`src/rtl/tile_pkg.sv`:
```
// Shared types, default geometry and the lane-validity helper for the tile span shader.
package tile_pkg;

    localparam int TILE_DIM_DEF = 8;
    localparam int LANES_DEF    = 4;
    localparam int COLOR_W_DEF  = 16;
    localparam int Z_W_DEF      = 16;
    localparam int COORD_W_DEF  = 10;
    localparam int MAX_LANES    = 32;

    typedef enum logic [1:0] {
        IDLE,
        WALK,
        DRAIN,
        DONE
    } state_t;

    // Bit i set when column col+i lies left of the exclusive clip edge x1.
    function automatic logic [MAX_LANES-1:0] lane_mask(input int unsigned col, input int unsigned x1);
        logic [MAX_LANES-1:0] m;
        m = '0;
        for (int unsigned i = 0; i < MAX_LANES; i++) begin
            if (col + i < x1) begin
                m[i] = 1'b1;
            end
        end
        return m;
    endfunction

endpackage

```
`src/rtl/tile_span_shader_if.sv`:
```
// Request, z-buffer read and fragment write bundle between primitive setup, the shader and the tile buffers.
interface tile_span_shader_if
    import tile_pkg::*;
#(
    parameter int TILE_DIM = TILE_DIM_DEF,
    parameter int LANES    = LANES_DEF,
    parameter int COLOR_W  = COLOR_W_DEF,
    parameter int Z_W      = Z_W_DEF,
    parameter int COORD_W  = COORD_W_DEF
);
    localparam int RW = $clog2(TILE_DIM);

    logic                 start;
    logic [COORD_W-1:0]   tile_x;
    logic [COORD_W-1:0]   tile_y;
    logic [COORD_W-1:0]   box_x;
    logic [COORD_W-1:0]   box_y;
    logic [COORD_W-1:0]   box_w;
    logic [COORD_W-1:0]   box_h;
    logic [COLOR_W-1:0]   frag_color;
    logic [Z_W-1:0]       frag_z;
    logic                 tile_sel;
    logic                 z_test_en;

    logic                 zrd_en;
    logic [RW-1:0]        zrd_row;
    logic [RW-1:0]        zrd_col;
    logic [LANES*Z_W-1:0] zrd_data;

    logic                 wr_en;
    logic [LANES-1:0]     wr_mask;
    logic [RW-1:0]        wr_row;
    logic [RW-1:0]        wr_col;
    logic [COLOR_W-1:0]   wr_color;
    logic [Z_W-1:0]       wr_z;
    logic                 wr_buf;
    logic                 wr_zen;

    logic                 busy;
    logic                 done;

    modport master (
        output start, tile_x, tile_y, box_x, box_y, box_w, box_h,
        output frag_color, frag_z, tile_sel, z_test_en, zrd_data,
        input  zrd_en, zrd_row, zrd_col,
        input  wr_en, wr_mask, wr_row, wr_col, wr_color, wr_z, wr_buf, wr_zen,
        input  busy, done
    );

    modport slave (
        input  start, tile_x, tile_y, box_x, box_y, box_w, box_h,
        input  frag_color, frag_z, tile_sel, z_test_en, zrd_data,
        output zrd_en, zrd_row, zrd_col,
        output wr_en, wr_mask, wr_row, wr_col, wr_color, wr_z, wr_buf, wr_zen,
        output busy, done
    );

endinterface

```
`src/rtl/tile_clip_rect.sv`:
```
// Clips a screen-space bounding box to one tile and yields tile-local bounds.
// Combinational bounds feed the walk start; registered copies steer the walk.
module tile_clip_rect
    import tile_pkg::*;
#(
    parameter int TILE_DIM = TILE_DIM_DEF,
    parameter int COORD_W  = COORD_W_DEF,
    localparam int RW      = $clog2(TILE_DIM)
) (
    input  logic               BOARD_CLK,
    input  logic               reset,
    input  logic               load,
    input  logic [COORD_W-1:0] tile_x,
    input  logic [COORD_W-1:0] tile_y,
    input  logic [COORD_W-1:0] box_x,
    input  logic [COORD_W-1:0] box_y,
    input  logic [COORD_W-1:0] box_w,
    input  logic [COORD_W-1:0] box_h,
    output logic               empty,
    output logic [RW-1:0]      x0_now,
    output logic [RW-1:0]      y0_now,
    output logic [RW-1:0]      x0_reg,
    output logic [RW:0]        x1_reg,
    output logic [RW:0]        y1_reg
);
    localparam int CW1 = COORD_W + 1;
    localparam int LW  = RW + 1;

    // Axis 0 is x, axis 1 is y; one extra bit keeps box end and tile end from wrapping.
    logic [CW1-1:0] t_lo [2];
    logic [CW1-1:0] t_hi [2];
    logic [CW1-1:0] b_lo [2];
    logic [CW1-1:0] b_hi [2];
    logic [CW1-1:0] c_lo [2];
    logic [CW1-1:0] c_hi [2];
    logic [RW-1:0]  loc_lo [2];
    logic [LW-1:0]  loc_hi [2];
    logic [1:0]     axis_empty;

    assign t_lo[0] = {1'b0, tile_x};
    assign t_lo[1] = {1'b0, tile_y};
    assign b_lo[0] = {1'b0, box_x};
    assign b_lo[1] = {1'b0, box_y};
    assign b_hi[0] = {1'b0, box_x} + {1'b0, box_w};
    assign b_hi[1] = {1'b0, box_y} + {1'b0, box_h};

    generate
        for (genvar gi = 0; gi < 2; gi++) begin : g_axis
            assign t_hi[gi]       = t_lo[gi] + CW1'(TILE_DIM);
            assign c_lo[gi]       = (b_lo[gi] > t_lo[gi]) ? b_lo[gi] : t_lo[gi];
            assign c_hi[gi]       = (b_hi[gi] < t_hi[gi]) ? b_hi[gi] : t_hi[gi];
            assign axis_empty[gi] = (c_lo[gi] >= c_hi[gi]);
            // Truncation is safe whenever the clip is non-empty: lo < TILE_DIM, hi <= TILE_DIM.
            assign loc_lo[gi]     = RW'(c_lo[gi] - t_lo[gi]);
            assign loc_hi[gi]     = LW'(c_hi[gi] - t_lo[gi]);
        end
    endgenerate

    assign empty  = |axis_empty;
    assign x0_now = loc_lo[0];
    assign y0_now = loc_lo[1];

    always_ff @(posedge BOARD_CLK) begin
        if (reset) begin
            x0_reg <= '0;
            x1_reg <= '0;
            y1_reg <= '0;
        end else if (load) begin
            x0_reg <= loc_lo[0];
            x1_reg <= loc_hi[0];
            y1_reg <= loc_hi[1];
        end
    end

endmodule

```
`src/rtl/tile_span_shader.sv`:
```
// Per-tile fragment writer: clips a box to the tile, walks it LANES pixels per cycle,
// depth-tests against the z-buffer read and emits masked colour/depth writes.
module tile_span_shader
    import tile_pkg::*;
#(
    parameter int TILE_DIM = TILE_DIM_DEF,
    parameter int LANES    = LANES_DEF,
    parameter int COLOR_W  = COLOR_W_DEF,
    parameter int Z_W      = Z_W_DEF,
    parameter int COORD_W  = COORD_W_DEF
) (
    input  logic              BOARD_CLK,
    input  logic              reset,
    tile_span_shader_if.slave bus
);
    localparam int RW = $clog2(TILE_DIM);
    localparam int LW = RW + 1;

    state_t             state_reg, state_next;
    logic               accept, walking, busy, done;
    logic               empty_now;
    logic [RW-1:0]      x0_now, y0_now, x0_reg;
    logic [LW-1:0]      x1_reg, y1_reg;
    logic [RW-1:0]      row_reg, col_reg;
    logic [LW-1:0]      col_step;
    logic               row_wrap, last_group;
    logic [LANES-1:0]   lane_valid, lane_pass;

    logic [COLOR_W-1:0] color_reg;
    logic [Z_W-1:0]     z_reg;
    logic               buf_reg, zen_reg;

    logic               wr_en_reg;
    logic [RW-1:0]      wr_row_reg, wr_col_reg;
    logic [LANES-1:0]   wr_valid_reg;

    tile_clip_rect #(
        .TILE_DIM (TILE_DIM),
        .COORD_W  (COORD_W)
    ) u_clip (
        .BOARD_CLK (BOARD_CLK),
        .reset     (reset),
        .load      (accept),
        .tile_x    (bus.tile_x),
        .tile_y    (bus.tile_y),
        .box_x     (bus.box_x),
        .box_y     (bus.box_y),
        .box_w     (bus.box_w),
        .box_h     (bus.box_h),
        .empty     (empty_now),
        .x0_now    (x0_now),
        .y0_now    (y0_now),
        .x0_reg    (x0_reg),
        .x1_reg    (x1_reg),
        .y1_reg    (y1_reg)
    );

    assign col_step   = {1'b0, col_reg} + LW'(LANES);
    assign row_wrap   = (col_step >= x1_reg);
    assign last_group = row_wrap && (({1'b0, row_reg} + LW'(1)) == y1_reg);
    assign lane_valid = LANES'(lane_mask(32'(col_reg), 32'(x1_reg)));

    always_ff @(posedge BOARD_CLK) begin
        if (reset) begin
            state_reg <= IDLE;
        end else begin
            state_reg <= state_next;
        end
    end

    always_comb begin
        state_next = state_reg;
        case (state_reg)
            IDLE:    if (bus.start) state_next = empty_now ? DONE : WALK;
            WALK:    if (last_group) state_next = DRAIN;
            DRAIN:   state_next = DONE;
            DONE:    state_next = IDLE;
            default: state_next = IDLE;
        endcase
    end

    always_comb begin
        accept  = (state_reg == IDLE) && bus.start;
        walking = (state_reg == WALK);
        busy    = (state_reg != IDLE);
        done    = (state_reg == DONE);
    end

    // Walk position plus the write-stage pipeline register.
    always_ff @(posedge BOARD_CLK) begin
        if (reset) begin
            row_reg      <= '0;
            col_reg      <= '0;
            color_reg    <= '0;
            z_reg        <= '0;
            buf_reg      <= 1'b0;
            zen_reg      <= 1'b0;
            wr_en_reg    <= 1'b0;
            wr_row_reg   <= '0;
            wr_col_reg   <= '0;
            wr_valid_reg <= '0;
        end else begin
            if (accept) begin
                row_reg   <= y0_now;
                col_reg   <= x0_now;
                color_reg <= bus.frag_color;
                z_reg     <= bus.frag_z;
                buf_reg   <= bus.tile_sel;
                zen_reg   <= bus.z_test_en;
            end else if (walking && !last_group) begin
                if (row_wrap) begin
                    col_reg <= x0_reg;
                    row_reg <= row_reg + RW'(1);
                end else begin
                    col_reg <= RW'(col_step);
                end
            end
            wr_en_reg    <= walking;
            wr_row_reg   <= row_reg;
            wr_col_reg   <= col_reg;
            wr_valid_reg <= walking ? lane_valid : '0;
        end
    end

    // Depth compare uses read data arriving in the write cycle.
    generate
        for (genvar gi = 0; gi < LANES; gi++) begin : g_lane
            assign lane_pass[gi] = !zen_reg || (z_reg < bus.zrd_data[gi*Z_W +: Z_W]);
        end
    endgenerate

    assign bus.zrd_en   = walking;
    assign bus.zrd_row  = row_reg;
    assign bus.zrd_col  = col_reg;
    assign bus.wr_en    = wr_en_reg;
    assign bus.wr_mask  = wr_valid_reg & lane_pass;
    assign bus.wr_row   = wr_row_reg;
    assign bus.wr_col   = wr_col_reg;
    assign bus.wr_color = color_reg;
    assign bus.wr_z     = z_reg;
    assign bus.wr_buf   = buf_reg;
    assign bus.wr_zen   = zen_reg;
    assign bus.busy     = busy;
    assign bus.done     = done;

endmodule

```
`src/flat_wrapper.sv`:
```
// flat-port wrapper written by rule: the top's interface ports become plain ports
module tile_span_shader_flat import tile_pkg::*;
#(
    parameter int TILE_DIM = TILE_DIM_DEF,
    parameter int LANES    = LANES_DEF,
    parameter int COLOR_W  = COLOR_W_DEF,
    parameter int Z_W      = Z_W_DEF,
    parameter int COORD_W  = COORD_W_DEF
)
  (BOARD_CLK, reset, bus_start, bus_tile_x, bus_tile_y, bus_box_x, bus_box_y, bus_box_w, bus_box_h, bus_frag_color, bus_frag_z, bus_tile_sel, bus_z_test_en, bus_zrd_data, bus_zrd_en, bus_zrd_row, bus_zrd_col, bus_wr_en, bus_wr_mask, bus_wr_row, bus_wr_col, bus_wr_color, bus_wr_z, bus_wr_buf, bus_wr_zen, bus_busy, bus_done);
  tile_span_shader_if #(.TILE_DIM(TILE_DIM), .LANES(LANES), .COLOR_W(COLOR_W), .Z_W(Z_W), .COORD_W(COORD_W)) bus_i ();
  input  logic BOARD_CLK;
  input  logic reset;
  input wire logic [$bits(bus_i.start)-1:0] bus_start;
  input wire logic [$bits(bus_i.tile_x)-1:0] bus_tile_x;
  input wire logic [$bits(bus_i.tile_y)-1:0] bus_tile_y;
  input wire logic [$bits(bus_i.box_x)-1:0] bus_box_x;
  input wire logic [$bits(bus_i.box_y)-1:0] bus_box_y;
  input wire logic [$bits(bus_i.box_w)-1:0] bus_box_w;
  input wire logic [$bits(bus_i.box_h)-1:0] bus_box_h;
  input wire logic [$bits(bus_i.frag_color)-1:0] bus_frag_color;
  input wire logic [$bits(bus_i.frag_z)-1:0] bus_frag_z;
  input wire logic [$bits(bus_i.tile_sel)-1:0] bus_tile_sel;
  input wire logic [$bits(bus_i.z_test_en)-1:0] bus_z_test_en;
  input wire logic [$bits(bus_i.zrd_data)-1:0] bus_zrd_data;
  output wire logic [$bits(bus_i.zrd_en)-1:0] bus_zrd_en;
  output wire logic [$bits(bus_i.zrd_row)-1:0] bus_zrd_row;
  output wire logic [$bits(bus_i.zrd_col)-1:0] bus_zrd_col;
  output wire logic [$bits(bus_i.wr_en)-1:0] bus_wr_en;
  output wire logic [$bits(bus_i.wr_mask)-1:0] bus_wr_mask;
  output wire logic [$bits(bus_i.wr_row)-1:0] bus_wr_row;
  output wire logic [$bits(bus_i.wr_col)-1:0] bus_wr_col;
  output wire logic [$bits(bus_i.wr_color)-1:0] bus_wr_color;
  output wire logic [$bits(bus_i.wr_z)-1:0] bus_wr_z;
  output wire logic [$bits(bus_i.wr_buf)-1:0] bus_wr_buf;
  output wire logic [$bits(bus_i.wr_zen)-1:0] bus_wr_zen;
  output wire logic [$bits(bus_i.busy)-1:0] bus_busy;
  output wire logic [$bits(bus_i.done)-1:0] bus_done;
  assign bus_i.start = bus_start;
  assign bus_i.tile_x = bus_tile_x;
  assign bus_i.tile_y = bus_tile_y;
  assign bus_i.box_x = bus_box_x;
  assign bus_i.box_y = bus_box_y;
  assign bus_i.box_w = bus_box_w;
  assign bus_i.box_h = bus_box_h;
  assign bus_i.frag_color = bus_frag_color;
  assign bus_i.frag_z = bus_frag_z;
  assign bus_i.tile_sel = bus_tile_sel;
  assign bus_i.z_test_en = bus_z_test_en;
  assign bus_i.zrd_data = bus_zrd_data;
  assign bus_zrd_en = bus_i.zrd_en;
  assign bus_zrd_row = bus_i.zrd_row;
  assign bus_zrd_col = bus_i.zrd_col;
  assign bus_wr_en = bus_i.wr_en;
  assign bus_wr_mask = bus_i.wr_mask;
  assign bus_wr_row = bus_i.wr_row;
  assign bus_wr_col = bus_i.wr_col;
  assign bus_wr_color = bus_i.wr_color;
  assign bus_wr_z = bus_i.wr_z;
  assign bus_wr_buf = bus_i.wr_buf;
  assign bus_wr_zen = bus_i.wr_zen;
  assign bus_busy = bus_i.busy;
  assign bus_done = bus_i.done;
  tile_span_shader #(.TILE_DIM(TILE_DIM), .LANES(LANES), .COLOR_W(COLOR_W), .Z_W(Z_W), .COORD_W(COORD_W)) u_core (.BOARD_CLK(BOARD_CLK), .reset(reset), .bus(bus_i));
endmodule
```
`config.mk`:
```
export PLATFORM = sky130hd
export DESIGN_NAME = tile_span_shader_flat
export DESIGN_NICKNAME = d
export VERILOG_FILES = /design/src/rtl/tile_pkg.sv /design/src/rtl/tile_span_shader_if.sv /design/src/rtl/tile_clip_rect.sv /design/src/rtl/tile_span_shader.sv /design/src/flat_wrapper.sv
export SDC_FILE = /design/constraint.sdc
export NUM_CORES = 1
export LEC_CHECK = 0
export BUFFER_PORTS_ARGS = -buffer_cell sky130_fd_sc_hd__buf_2
export CORE_ASPECT_RATIO = 1.25
export CORE_MARGIN = 2
export CORE_UTILIZATION = 30
export DETAILED_ROUTE_END_ITERATION = 7
export PLACE_DENSITY = 0.55
export SLEW_MARGIN = 20
export SYNTH_ARGS = -nofsm -noshare
export SYNTH_HDL_FRONTEND = slang
export SYNTH_SLANG_ARGS = --single-unit
```
`constraint.sdc`:
```
create_clock -name BOARD_CLK -period 6.65 [get_ports BOARD_CLK]
set_input_delay 0.665 -clock BOARD_CLK [delete_from_list [all_inputs] [get_ports BOARD_CLK]]
set_output_delay 0.665 -clock BOARD_CLK [all_outputs]
set_load 0.005 [all_outputs]
```
==> run_results.csv <==
group,metric,value,unit
min_path,hold-path-endpoint,"u_core.bus.wr_color[13]",
clocking,postCtsSetupBuffers,0,
cells_and_area,final_nets,1482,
timing,clock_skew,7.73,ps
timing,slew_viol_final,0,
critical_path,r2r_setup_slack,3920,ps
die,std_cell_rows,63,
clocking,clk_latency,330,ps
timing,maxSlewHeadroom,32.1,%
timing,rsz0062_at_grt,"no",
yosys,ys_seq_elements,64,
clocking,cts_tree,"built",
clocking,htree_levels,3,
cells_and_area,layout.cells.non_filler,1470,
timing,final.min_clock_period,5260,ps
yosys,ys_async_sr_fraction,0,%
min_path,whs_path_depth,2,
clocking,hold_buffers,0,
critical_path,cp_max_fo,18,
clocking,root_buffer,"clkbuf_16",
yosys,synth_nets,1278,
drt,wl,20.6,mm
global_route,first_global_vias,6815,
yosys,synth-edff-count,0,
timing,finalSetupViolCount,0,
die,die_w,144,um
yosys,synthFlopType,"dfxtp_1",
power,total_power,0.00215,W
critical_path,critPathCaptureType,"flop",
die,core,23900,um2
timing,finalHoldViolCount,0,
critical_path,rr_worst_depth,9,
die,ios,215,
min_path,holdCritPathClass,"reg -> reg",
drt,antenna_left,0,
drt,drc,0,
yosys,synth-warning-count,0,
placement,dp_cells,1454,
placement,dp_hpwl,17.2,mm
placement,place.gp.congestion,0.842,
clocking,cts_resized,0,
global_route,antenna_found_initial,1,
critical_path,required,6850,ps
run,drv_cap,0,
die,dieArea,25700,um2
yosys,syn-cell-area,7320,um2
status,status,"complete, no violations",
clocking,cts_made_buffers,9,
drt,viasPerCell,4.72,
cells_and_area,final_util,37.8,%
cells_and_area,drive_above_1_share,21.9,%
drt,via_count,6936,
yosys,ys_types,51,
die,start_util,30.6,%
timing,fin_crit_sh,79.1,%
critical_path,arrival,5460,ps
clocking,ctsLongestPathBuffers,2,
power,p_per_area,238,nW/um2
global_route,track_usage,16.0,%
power,power_leakage,4.84,nW
critical_path,rr_startpoint,"u_core.bus.zrd_col[1]",
min_path,hold_path.startpoint,"u_core.bus.wr_color[13]",
global_route,grt.overflow.total,0,
timing,totalNegativeSetupSlack,0,ps
critical_path,worstSetupPathType,"in -> reg",
critical_path,start_kind,"primary input",
placement,portBuffers,214,
critical_path,rr_endpoint,"u_core.bus.zrd_row[2]",
global_route,grt_start_max_net_pins,65,
clocking,cts.sinks,64,
timing,fmax,190,MHz
clocking,clk_pin_slew,60,ps
drt,drtIter0Drc,174,
die,die_y,179,um
global_route,grt_pass1_wl,32.8,mm
power,ir_worst_vdd,0.0000990,V
yosys,synth_seq_area_share,17.5,%
cells_and_area,syn_to_final_growth,23.5,%
yosys,synthCells,936,
timing,worst_pin_slew,1020,ps
yosys,synth_area_per_cell,7.82,um2
drt,firstDrtPassIters,4,
drt,routedWlPerCell,14.0,um
-- stage by stage --
step / setup WS [ps] / area (um2) / hold slack [ps]
after floorplan: 1850 / 7320 / 432
after global placement: 1030 / 8730 / 441
after detailed placement: 1040 / 8730 / 445
after CTS: 1360 / 9040 / 453
after global routing: 903 / 9040 / 462
final: 1390 / 9040 / 450
-- cells in the mapped netlist (5+ instances only) --
library cell	instances	share of area, %
inv_1	114	5.8
o21ai_0	53	3.6
ha_1	175	30
mux2_2	11	1.7
xor2_1	12	1.4
buf_1	6	0.31
clkbuf_1	15	0.77
nand4_1	12	1.0
a21o_1	34	3.5
nor3_1	13	0.89
dfxtp_1	64	18
nand3_1	22	1.5
nand2_1	107	5.5
nor2b_1	18	1.5
a211oi_1	21	2.2
or4_1	5	0.51
o211ai_1	6	0.62
a21oi_1	89	6.1
mux2i_1	10	1.4
nand2b_1	16	1.4
nand3b_1	5	0.51
xnor2_1	24	2.9
nor2_1	52	2.7
fa_1	6	1.6
-- metal layers --
| layer | up-vias | share of wire (%) | routed length (um) | track usage [%] |
|---|---|---|---|---|
| li1 | 3674 | - | - | - |
| met1 | 3069 | 43 | 8820 | 18.1 |
| met2 | 178 | 51 | 10400 | 31.1 |
| met3 | 15 | 5.0 | 1030 | 2.15 |
| met4 | 0 | 1.3 | 274 | 3.84 |
| met5 | - | 0 | 0 | 0 |
-- cell usage in the layout (no fill, tap or decap), drive strengths merged, types with 2 or more instances in the layout --
| master | synthesis | routed |
|---|---|---|
| a31oi | 5 | 5 |
| and2 | 4 | 4 |
| or4 | 5 | 5 |
| and3 | 4 | 4 |
| fa | 6 | 6 |
| clkinv | 0 | 2 |
| nor3 | 13 | 13 |
| dfxtp | 64 | 64 |
| buf | 9 | 217 |
| mux2i | 10 | 10 |
| inv | 114 | 114 |
| nand2 | 107 | 107 |
| mux2 | 11 | 11 |
| a211oi | 21 | 21 |
| o21ai | 54 | 54 |
| a21oi | 89 | 89 |
| nor2 | 53 | 53 |
| xnor2 | 24 | 24 |
| nand3b | 5 | 5 |
| o21bai | 2 | 2 |
| nand4 | 12 | 12 |
| nor2b | 18 | 18 |
| o311ai | 3 | 3 |
| a211o | 2 | 2 |
| a2111oi | 2 | 2 |
| o211ai | 6 | 6 |
| o31ai | 2 | 2 |
| clkbuf | 15 | 12 |
| nand2b | 16 | 16 |
| nand3 | 22 | 22 |
| nor4 | 4 | 4 |
| ha | 175 | 175 |
| xor2 | 12 | 12 |
| o21a | 3 | 3 |
| a21o | 34 | 34 |
-- power breakdown --
group	internal, W	total (W)	leakage [nW]	switching (W)
Sequential	0.000466	0.000550	0.525	0.0000839
Clock	0.000317	0.000485	0.154	0.000168
Combinational	0.000497	0.00111	4.16	0.000617
-- critical path, cell delays in order --
cell and delay (ps):
buf_2 110, ha_1 200, fa_1 440, a211oi_1 300, nor2_1 100, o21a_1 180, nor2_1 110, xnor2_1 100
ha_1 320, nand4_1 90, a211o_1 290, a31oi_2 760, mux2i_1 280, ha_1 270, a21o_1 170, a2111oi_0 390
o21ai_0 220, a41o_1 280, nand4_1 90, nand3_1 80
-- how the worst max path moves through the flow --
stage / startpoint / end / slack (ps) / cells after the start
final: bus_box_y[0] / u_core.state_reg[1] / 1390 / 20
after floorplan: bus_box_h[0] / u_core.state_reg[1] / 1850 / 20
after global placement: bus_box_y[0] / u_core.state_reg[1] / 1030 / 20
after global routing: bus_box_y[0] / u_core.state_reg[1] / 900 / 19
after CTS: bus_box_y[0] / u_core.state_reg[1] / 1360 / 19
after detailed placement: bus_box_y[0] / u_core.state_reg[1] / 1040 / 19
-- area by class of cell --
type                            instances  area [um2]
Tap cell                              325         407
Antenna cell                            1        2.50
Inverter                              114         428
Clock buffer                           12         267
Fill cell                            2614       14800
Timing Repair Buffer                  217        1090
Clock inverter                          3        40.0
Sequential cell                        64        1280
Multi-Input combinational cell        734        5520
-- cell families (layout without fill, tap and decap cells) --
family                   Yosys count  count (layout)  share of synthesized area [%]
XOR/XNOR                          37              37                           4.62
other                              0               1                              0
AND/OR/NAND/NOR                  265             265                           16.8
buffers and inverters            138             346                           7.13
flip-flops                        64              64                           17.5
adder cells (fa/ha/maj)          181             181                           31.6
AO/OA/AOI/OAI                    230             230                           19.3
multiplexers                      21              21                           3.06
(Power assumes the default switching activity.)
